<file path="src/rtl/vec_writeback_mem.sv">
// vec_writeback_mem
//   Working memory (32 x 16-bit) for the vector unit plus the serial
//   writeback of a VPU result into it, one word per cycle.
//
// Ports
//   clk, rst                   clock / asynchronous active-high reset
//   flat_vec_buffer_wire       VPU result, element j at [16j+15:16j]
//   copy_vec_buffer_flag_wire  writeback request (level, sampled in IDLE)
//   dest_buffer_wire           destination address of element 0
//   length_buffer_wire         element count code (0 means a full buffer)
//   load_en/load_addr/load_data  host word write port, usable in any state
//   flat_memory                registered memory image, word i at [16i+15:16i]
//   busy                       writeback in progress
//   done                       one-cycle pulse after the last word is written
module vec_writeback_mem #(
    parameter int NUM_SIZE        = 16,
    parameter int VEC_BUFFER_LEN  = 8,
    parameter int WORDS_IN_MEMORY = 32,
    localparam int AW = $clog2(WORDS_IN_MEMORY),
    localparam int LW = $clog2(VEC_BUFFER_LEN),
    localparam int CW = LW + 1
) (
    input  logic                                  clk,
    input  logic                                  rst,
    input  logic [VEC_BUFFER_LEN*NUM_SIZE-1:0]    flat_vec_buffer_wire,
    input  logic                                  copy_vec_buffer_flag_wire,
    input  logic [AW-1:0]                         dest_buffer_wire,
    input  logic [LW-1:0]                         length_buffer_wire,
    input  logic                                  load_en,
    input  logic [AW-1:0]                         load_addr,
    input  logic [NUM_SIZE-1:0]                   load_data,
    output logic [WORDS_IN_MEMORY*NUM_SIZE-1:0]   flat_memory,
    output logic                                  busy,
    output logic                                  done
);

    typedef enum logic {IDLE, WRITE} state_t;

    // Snapshot of the request; live inputs are not consulted after capture.
    typedef struct packed {
        logic [VEC_BUFFER_LEN-1:0][NUM_SIZE-1:0] elems;
        logic [AW-1:0]                           dest;
        logic [CW-1:0]                           cnt;
    } req_t;

    state_t  state, state_nxt;
    req_t    req_q;
    logic [CW-1:0] idx;
    logic [WORDS_IN_MEMORY-1:0][NUM_SIZE-1:0] mem;

    logic          cap_en, wr_en, done_nxt, last;
    logic [CW-1:0] cnt_in;
    logic [AW-1:0] wr_addr;
    logic [NUM_SIZE-1:0] wr_data;

    // Length code 0 encodes a full buffer.
    assign cnt_in  = (length_buffer_wire == '0) ? CW'(VEC_BUFFER_LEN)
                                                : CW'(length_buffer_wire);
    // AW-bit add: destination wraps past the top of memory.
    assign wr_addr = req_q.dest + AW'(idx);
    assign wr_data = req_q.elems[idx[LW-1:0]];
    assign last    = (idx == req_q.cnt - CW'(1));

    always_comb begin
        state_nxt = state;
        cap_en    = 1'b0;
        wr_en     = 1'b0;
        done_nxt  = 1'b0;
        case (state)
            IDLE: begin
                if (copy_vec_buffer_flag_wire) begin
                    cap_en    = 1'b1;
                    state_nxt = WRITE;
                end
            end
            WRITE: begin
                wr_en = 1'b1;
                if (last) begin
                    state_nxt = IDLE;
                    done_nxt  = 1'b1;
                end
            end
            default: state_nxt = IDLE;
        endcase
    end

    always_ff @(posedge clk or posedge rst) begin
        if (rst) begin
            state <= IDLE;
            done  <= 1'b0;
            req_q <= '0;
            idx   <= '0;
            mem   <= '0;
        end else begin
            state <= state_nxt;
            done  <= done_nxt;
            if (cap_en) begin
                req_q.elems <= flat_vec_buffer_wire;
                req_q.dest  <= dest_buffer_wire;
                req_q.cnt   <= cnt_in;
                idx         <= '0;
            end else if (wr_en) begin
                idx <= idx + CW'(1);
            end
            // Writeback is assigned last so it wins an address collision.
            if (load_en) mem[load_addr] <= load_data;
            if (wr_en)   mem[wr_addr]   <= wr_data;
        end
    end

    // busy is the WRITE state register itself, so it is registered and
    // mutually exclusive with done (which is only set on leaving WRITE).
    assign busy        = (state == WRITE);
    assign flat_memory = mem;

endmodule

</file>
<file path="config.mk">
export PLATFORM = sky130hd
export DESIGN_NAME = vec_writeback_mem
export DESIGN_NICKNAME = d
export VERILOG_FILES = /design/src/rtl/vec_writeback_mem.sv
export SDC_FILE = /design/constraint.sdc
export NUM_CORES = 1
export LEC_CHECK = 0
export CAP_MARGIN = 10
export CORE_UTILIZATION = 45
export CTS_BUF_LIST = sky130_fd_sc_hd__clkbuf_4
export DETAILED_ROUTE_END_ITERATION = 10
export PLACE_DENSITY_LB_ADDON = 0.15
export SLEW_MARGIN = 40
export SYNTH_ARGS = -nofsm -noshare
export SYNTH_HDL_FRONTEND = slang
export SYNTH_SLANG_ARGS = --single-unit
export TNS_END_PERCENT = 20
</file>
<file path="constraint.sdc">
create_clock -name clk -period 65.2 [get_ports clk]
set_input_delay 6.52 -clock clk [delete_from_list [all_inputs] [get_ports clk]]
set_output_delay 6.52 -clock clk [all_outputs]
set_load 0.1 [all_outputs]
</file>
-- Yosys cells after proc, flatten, opt, wreduce, memory -nomap -nowiden
Cells that the tools add are included.
- input bits: 161
- output and inout port bits: 514
- bits in registers: 655
- word-level logic and storage cells: 79
- magnitude comparators: 5
- add/subtract/negate cells: 3
- reductions and logical operators: 4
- mux-type cells: 20
- bitwise operators: 1
- equality and inequality tests: 1
- operators with widths (operator ; number):
    $bwmux W512 ; 2
    $mux W512 ; 2
    $demux W16 S5 ; 2
    $bmux W16 S3 ; 1
    $mux W16 ; 3
    $lt A5 B6 Y1 const B ; 2
    $mux W4 ; 3
    $ge A5 B1 Y1 const B ; 2
    $mux W1 ; 6
    $add A5 B4 Y5 ; 1
    $add A4 B1 Y4 const B ; 1
    $eq A4 B4 Y1 ; 1
    $lt A3 B4 Y1 const B ; 1
    $sub A4 B1 Y4 const B ; 1
    $logic_not A3 Y1 ; 1
    $logic_and A1 B1 Y1 ; 2
    $pmux W1 S2 ; 1
    $reduce_bool A2 Y1 ; 1
    $not A1 Y1 ; 1

-- Longest topological paths before layout
- word-level depth: 8
- mapped depth: 10
- gate-level depth less buffers: 7

-- Least setup slack after synthesis
No wires, ideal clock.
- kind: in2reg
- from: in load_addr[1]
- to: reg mem, in the netlist flat_memory[326]
- buffers on the path: 3
- path slack: 56.805 ns
- data arrival time: 8.256 ns
- cell stages on the path: 7
- library setup time: 0.139 ns
- cells stage by stage: clkbuf_1 or3b_2 clkbuf_1 nor2_1 buf_4 mux2i_1 mux2i_1
- word-level cells in the longest chain between the ends: 8
- elaborated cells between the ends (all ways): 9
- classes of those cells: order compare (2); mux (6); reduce/logical (1)
- RTL lines (what ; RTL line ; text):
    start, declared ; 30 ; input logic [AW-1:0] load_addr,
    $lt A5 B6 Y1 (implied by the code) / $ge A5 B1 Y1 (equally long branches) ; 106 ; if (load_en) mem[load_addr] <= load_data;
    $logic_and A1 B1 Y1 (implied by the code) ; 106 ;
    $mux W16 (implied by the code) ; 106 ;
    $demux W16 S5 * ; 106 ;
    $bwmux W512 * ; 106 ;
    $mux W512 * ; 106 ;
    $bwmux W512 ; 107 ; if (wr_en) mem[wr_addr] <= wr_data;
    $mux W512 * ; 107 ;
    end signal, assigned by index ; 106 ;
    end signal, assigned by index ; 107 ;
    end, declared ; 49 ; logic [WORDS_IN_MEMORY-1:0][NUM_SIZE-1:0] mem;
Mark *: on every way between the ends. The rest lies on a longest branch, timed or not.
A chain may end at the register's enable or synchronous reset.

-- Final worst setup path
- from: reg state, in the netlist busy
- to: out busy
- RTL lines (what ; RTL line ; text):
    start, declared ; 46 ; state_t state, state_nxt;
    start signal, assigned ; 95 ; state <= state_nxt;
    end, declared ; 33 ; output logic busy,
No word-level cell between the ends.

==> summary.txt <==
Route
  • # DRC: 0
  • Post-route antenna net violation count: 0
  • DR iter-0 viols: 1625
  • Routed WL: 116000 um
  • DRT Pass-1 Iters: 5
  • Vias: 23400
  • Vias per Instance: 5.57
  • WL/cell: 27.5 um

Setup path
  • Startpoint Class: flip-flop
  • Buf/Inv on CP: 1
  • Crit path DAT: 2.23 ns
  • Slowest stage delay, CP: 0.68 ns
  • CP Launch Point: busy
  • Critical path's slowest cell: dfrtp_1
  • Kind of cell adding the most delay to the critical path: flip-flops
  • Setup CP Type: reg -> out
  • Worst path cell trace: buf_2
  • Critical path required time: 58.68 ns
  • Reg2Reg Launch Point: idx[0]
  • Worst-path maximum fanout: 16
  • Setup crit end kind: output pin

Floorplanning
  • Die height: 264 um
  • Core Area: 67600 um^2
  • Num ports: 675
  • Initial core utilization: 45.8%
  • Die area: 69900 um^2
  • Width of the chip: 264 um
  • FP Rows: 95

Layout
  • Fin area: 38400 um^2
  • Area growth, synth to finish: 23.9%
  • Final Net Count: 3354
  • Fillcell total: 5813
  • Share of layout cells above drive strength 1: 29.6%
  • Most frequent cells in the layout: mux2i_1, dfrtp_1, buf_2
  • Commonest non-fill, non-tap cell in the layout: mux2i_1

Timing
  • Max frequency: 0.114 GHz
  • Period utilization: 13.4%
  • Slew @ Worst Pin: 0.895 ns
  • Max-Slew Margin vs Limit: 40.2%
  • Final slew viol count: 0
  • Final hold viol count: 0
  • Worst Skew: 0.0681 ns
  • RSZ-0062 raised after global routing: false
  • Fin worst setup slack: 56.45 ns
  • Setup TNS: 0 ns
  • Final setup fails: 0
  • Post-route minimum period: 8.75 ns

Synthesis
  • EDFF count, synth: 0
  • Register bit total from synthesis: 655
  • Mapped Area: 31000 um^2
  • Sequential-to-total area share from yosys stat: 52.9%
  • Post-Syn Nets: 2672
  • Synth async-reset ratio: 100%
  • Cells after Synth: 2504
  • Ys flop type: dfrtp_1
  • Syn Area/Cell: 12.4 um^2
  • Yosys warnings: 0
  • Count of cell types in the netlist: 42

Place
  • Post-DP HPWL: 76400 um
  • Buffers on Ports: 674
  • Gpl congestion: 0.839
  • Setup WS pre-CTS: 55.34 ns
  • DP Area: 36100 um^2

Clock tree
  • Total CTS buffers: 174
  • CTS tree: done
  • Post-CTS Setup Inserts: 0
  • Max clock buf depth: 3
  • CTS resizes: 0
  • Clk root buf: clkbuf_4
  • Sink Count: 655
  • # hold bufs at CTS: 0
  • Clk_lat worst skew: 1.04 ns
  • H-tree depth: 4
  • Worst-path clk slew: 0.07 ns

Global route
  • Total track usage: 33.0%
  • Number of global-route vias before repair: 24300
  • GR Overflow Total: 0
  • First-pass GRT wire length: 168000 um
  • Largest net degree at the start of global routing: 134
  • Initial antenna violation count: 20

Flow run
  • Max-Cap Viols: 0

Worst hold path
  • Hold Startpoint: req_q[95]
  • Type of the worst min-delay path: reg -> reg

Status
  • Status: finished clean
==> Yosys cell counts (4+ instances only) <==
master    instances  share of area, %
nand3_1           7              0.11
dfrtp_1         655                53
buf_1             9              0.11
nor2_2           10              0.20
nand3b_1          4             0.097
mux4_2           32               2.3
inv_1             5             0.061
buf_4            10              0.24
clkbuf_1        161               2.0
ha_1              6              0.24
o21ai_0           5             0.081
nand2_1         436               5.3
a21oi_1           4             0.065
nand3_2          16              0.52
nor3b_1           5              0.12
nor2_1           21              0.25
xnor2_1           8              0.23
buf_2            36              0.58
mux2i_1        1041                34
==> area by class of cell <==
cell class / instances / area (um^2) / share of cell area [%]
clock buffer: 264 / 1980 / 5.17
tap: 873 / 1090 / 2.85
multi-input combinational: 1627 / 14000 / 36.6
clock inverter: 42 / 231 / 0.603
timing repair buffer: 723 / 4570 / 11.9
sequential: 655 / 16400 / 42.7
inverter: 5 / 31.3 / 0.0816
antenna: 13 / 32.5 / 0.0848
==> final timing paths <==
kind / to / slack, ns / cells past startpoint
max: busy / 56.45 / 1
min: req_q[95] / 0.47 / 2
max reg2reg: flat_memory[317] / 61.30 / 7
min reg2reg: req_q[95] / 0.47 / 2
max in group asynchronous: flat_memory[257] / 56.47 / 5
min in group asynchronous: req_q[47] / 6.07 / 2
==> metal layers <==
| metal | share of wire (%) | vias up | track usage [%] |
|---|---|---|---|
| met4 | 3.7 | 18 | 13.7 |
| met5 | 0.093 | - | 0 |
| met1 | 41 | 12100 | 40.9 |
| li1 | - | 10200 | - |
| met3 | 6.8 | 246 | 9.46 |
| met2 | 49 | 836 | 54.0 |
==> sequential cells by signal, summed over array words and instances (netlist names) <==
register     count
busy             1
req_q          137
idx              4
flat_memory    512
done             1
==> cells by family after synthesis <==
family,count (synthesis),synth area share (%)
buffers and inverters,222,2.96
muxes,1074,36.0
and+or+nand+nor,514,6.92
xor gates and xnor gates,11,0.335
AOI/OAI and AO/OA,21,0.533
adders and majority gates,7,0.307
DFF,655,52.9
==> metrics by stage <==
step	hold slack (ns)	util (%)	instances
finish	0.473	56.7	4202
global route	0.493	56.7	4201
CTS	0.476	56.6	4188
detailed placement	0.458	53.3	3882
global placement	0.455	56.9	3881
floorplan	0.440	-	2504
Power is left out: the tool's default activity adds up to more than one toggle a clock period on the data nets, which glitch-free logic cannot reach.
==> RTL edit, RTL diff (config.mk and constraints unchanged) <==
Change the parameter `VEC_BUFFER_LEN` from 8 to 16.
--- a/src/rtl/vec_writeback_mem.sv
+++ b/src/rtl/vec_writeback_mem.sv
@@ -16,3 +16,3 @@
     parameter int NUM_SIZE        = 16,
-    parameter int VEC_BUFFER_LEN  = 8,
+    parameter int VEC_BUFFER_LEN  = 16,
     parameter int WORDS_IN_MEMORY = 32,
Ports: changed (resized flat_vec_buffer_wire and length_buffer_wire); port bits go from 675 to 804. No check against the original RTL was run, so the function may have changed too.
==> RTL edit against the unedited design <==
Synthesized cell count up 3.0%; utilization up 0.32 points; wire length up 17%; register-to-register slack better by 0.21 ns; clock skew up 0.0069 ns; sequential cell count up 130; area after synthesis up 20%; setup slack worse by 0.26 ns; via count up 12%; first-iteration DRC count down 8.3%; design area up 22%; count of clock-buffer cells in the layout up 40; critical path type unchanged; largest cell class unchanged.
Power is not shown: default switching activity piles up to over one toggle a cycle in this logic, so the estimate is an artifact.
==> RTL edit: results (changes against the unedited design) <==
Placement
  – Routability cong.: 0.850 (+1.2%)
  – I/O Buffers: 803 (+19%)
  – Detailed Place HPWL: 95800 um (+25%)
  – Post-placement cell area: 0.0440 mm2 (+22%)
  – Place WS: 55.38 ns (+0.0408 ns)
  – Dpl cells: 4312 (+11%)

Global routing
  – Met3 usage: 0.0924 (-0.00216)
  – Met2 usage: 0.552 (+0.0117)
  – Vias in the first global route: 28200 (+16%)
  – First-pass GRT wire length: 197000 um (+18%)
  – Largest net degree at the start of global routing: 161 (+20%)
  – M1 GR Usage: 0.364 (-0.0446)
  – Total track usage: 0.322 (-0.00790)
  – Antenna violations before repair: 12 (-40%)

Synth
  – Mux contribution to synthesized area: 0.396 (+0.0358)
  – YS warnings: 0 (unchanged)
  – Synth unique cells: 47 (+12%)
  – Synth area leaders: dfrtp_1 (53%), mux2i_1 (28%), mux2_2 (8.0%), mux4_2 (3.9%), clkbuf_1 (1.2%)
  – Synth cell count leaders: mux2i_1 (1025), dfrtp_1 (785), mux2_2 (264)
  – Synth Area in XOR/XNOR: 0.00279 (-0.000569)
  – Syn Inst Count: 2579 (+3.0%)
  – Sequential area share after synthesis: 0.527 (-0.00250)
  – Synth Area in Adders: 0.00255 (-0.000521)
  – Ys async rst share: 1.00 (unchanged)
  – Compound-Gate Fraction of Synth Area: 0.0110 (+0.00571)
  – Synth Net Count: 2876 (+7.6%)

Critical path
  – Max stage delay on crit path: 0.84 ns (+0.16 ns)
  – Reg2reg end: flat_memory[455]
  – Worst reg2reg path startpoint: idx[0]
  – Slowest cell on crit path: dfrtp_1
  – Worst reg-to-reg setup slack: 61.51 ns (+0.21 ns)
  – CP endpoint: busy
  – Worst reg-to-reg path cell count: 8 (+1)
  – WP data arrival: 2.49 ns (+0.26 ns)
  – Worst Path Max Fanout: 17 (+1)

Timing
  – Clk_skew: 0.0750 ns (+0.00685 ns)
  – Worst hold margin: 0.502 ns (+0.0287 ns)
  – Final WS setup: 56.19 ns (-0.258 ns)
  – Max-slew headroom: 0.429 (+0.0268)

Clock network
  – Worst skew pair latency: 1.10 ns (+0.06 ns)
  – # resized after CTS: 0 (unchanged)
  – Reg clk slew, reported paths: 0.06 ns
  – CTS Buf Count: 208 (+20%)
  – Htree depth: 4 (unchanged)

Finish
  – Final net count: 3750 (+12%)
  – Share of cells above drive strength 1: 0.377 (+0.0814)

Detailed routing
  – Wire length on met2: 68500 um (+22%)
  – Met1 Routed Length: 51000 um (+8.4%)
  – Routed via count: 26100 (+12%)
  – WL met3: 9270 um (+19%)
  – Initial DRC count: 1490 (-8.3%)
  – Drt via density: 5.56 (-0.18%)
  – Drt wl/cell: 28.9 um (+5.1%)

Hold path
  – Hold endpoint: req_q[243]
  – Worst hold path type: flop to flop
  – Worst hold path startpoint: req_q[243]
  – Hold depth: 1 (-1)

Status
  – Outcome: finished clean
-- RTL edit: changes by cell type in the layout (fill, tap and decap cells not counted), sizes merged, moves of 12 or more --
cell           unedited run  this run
a22o                      0        32
buf                     579       614
clkbuf                  264       304
clkdlybuf4s50           144       285
clkinv                   34        57
dfrtp                   655       785
mux2                      1       264
mux2i                  1041      1029
mux4                     32        64
nand2                   436        23
nand3                    23         5
nor3                      2        27
-- RTL edit: cell type report --
cell class | count | area, um2
Fill cell | 6886 | 35200
Sequential cell | 785 | 19700
Multi-Input combinational cell | 1554 | 16600
Timing Repair Buffer | 899 | 6440
Clock buffer | 304 | 2280
Tap cell | 1070 | 1340
Clock inverter | 66 | 409
Antenna cell | 13 | 32.5
Inverter | 5 | 31.3
-- RTL edit: cell families after synthesis --
| kind of cell | count (synthesis) |
|---|---|
| DFF | 785 |
| xor gates and xnor gates | 11 |
| AOI/OAI and AO/OA | 51 |
| muxes | 1357 |
| and+or+nand+nor | 128 |
| buffers and inverters | 240 |
| adders and majority gates | 7 |
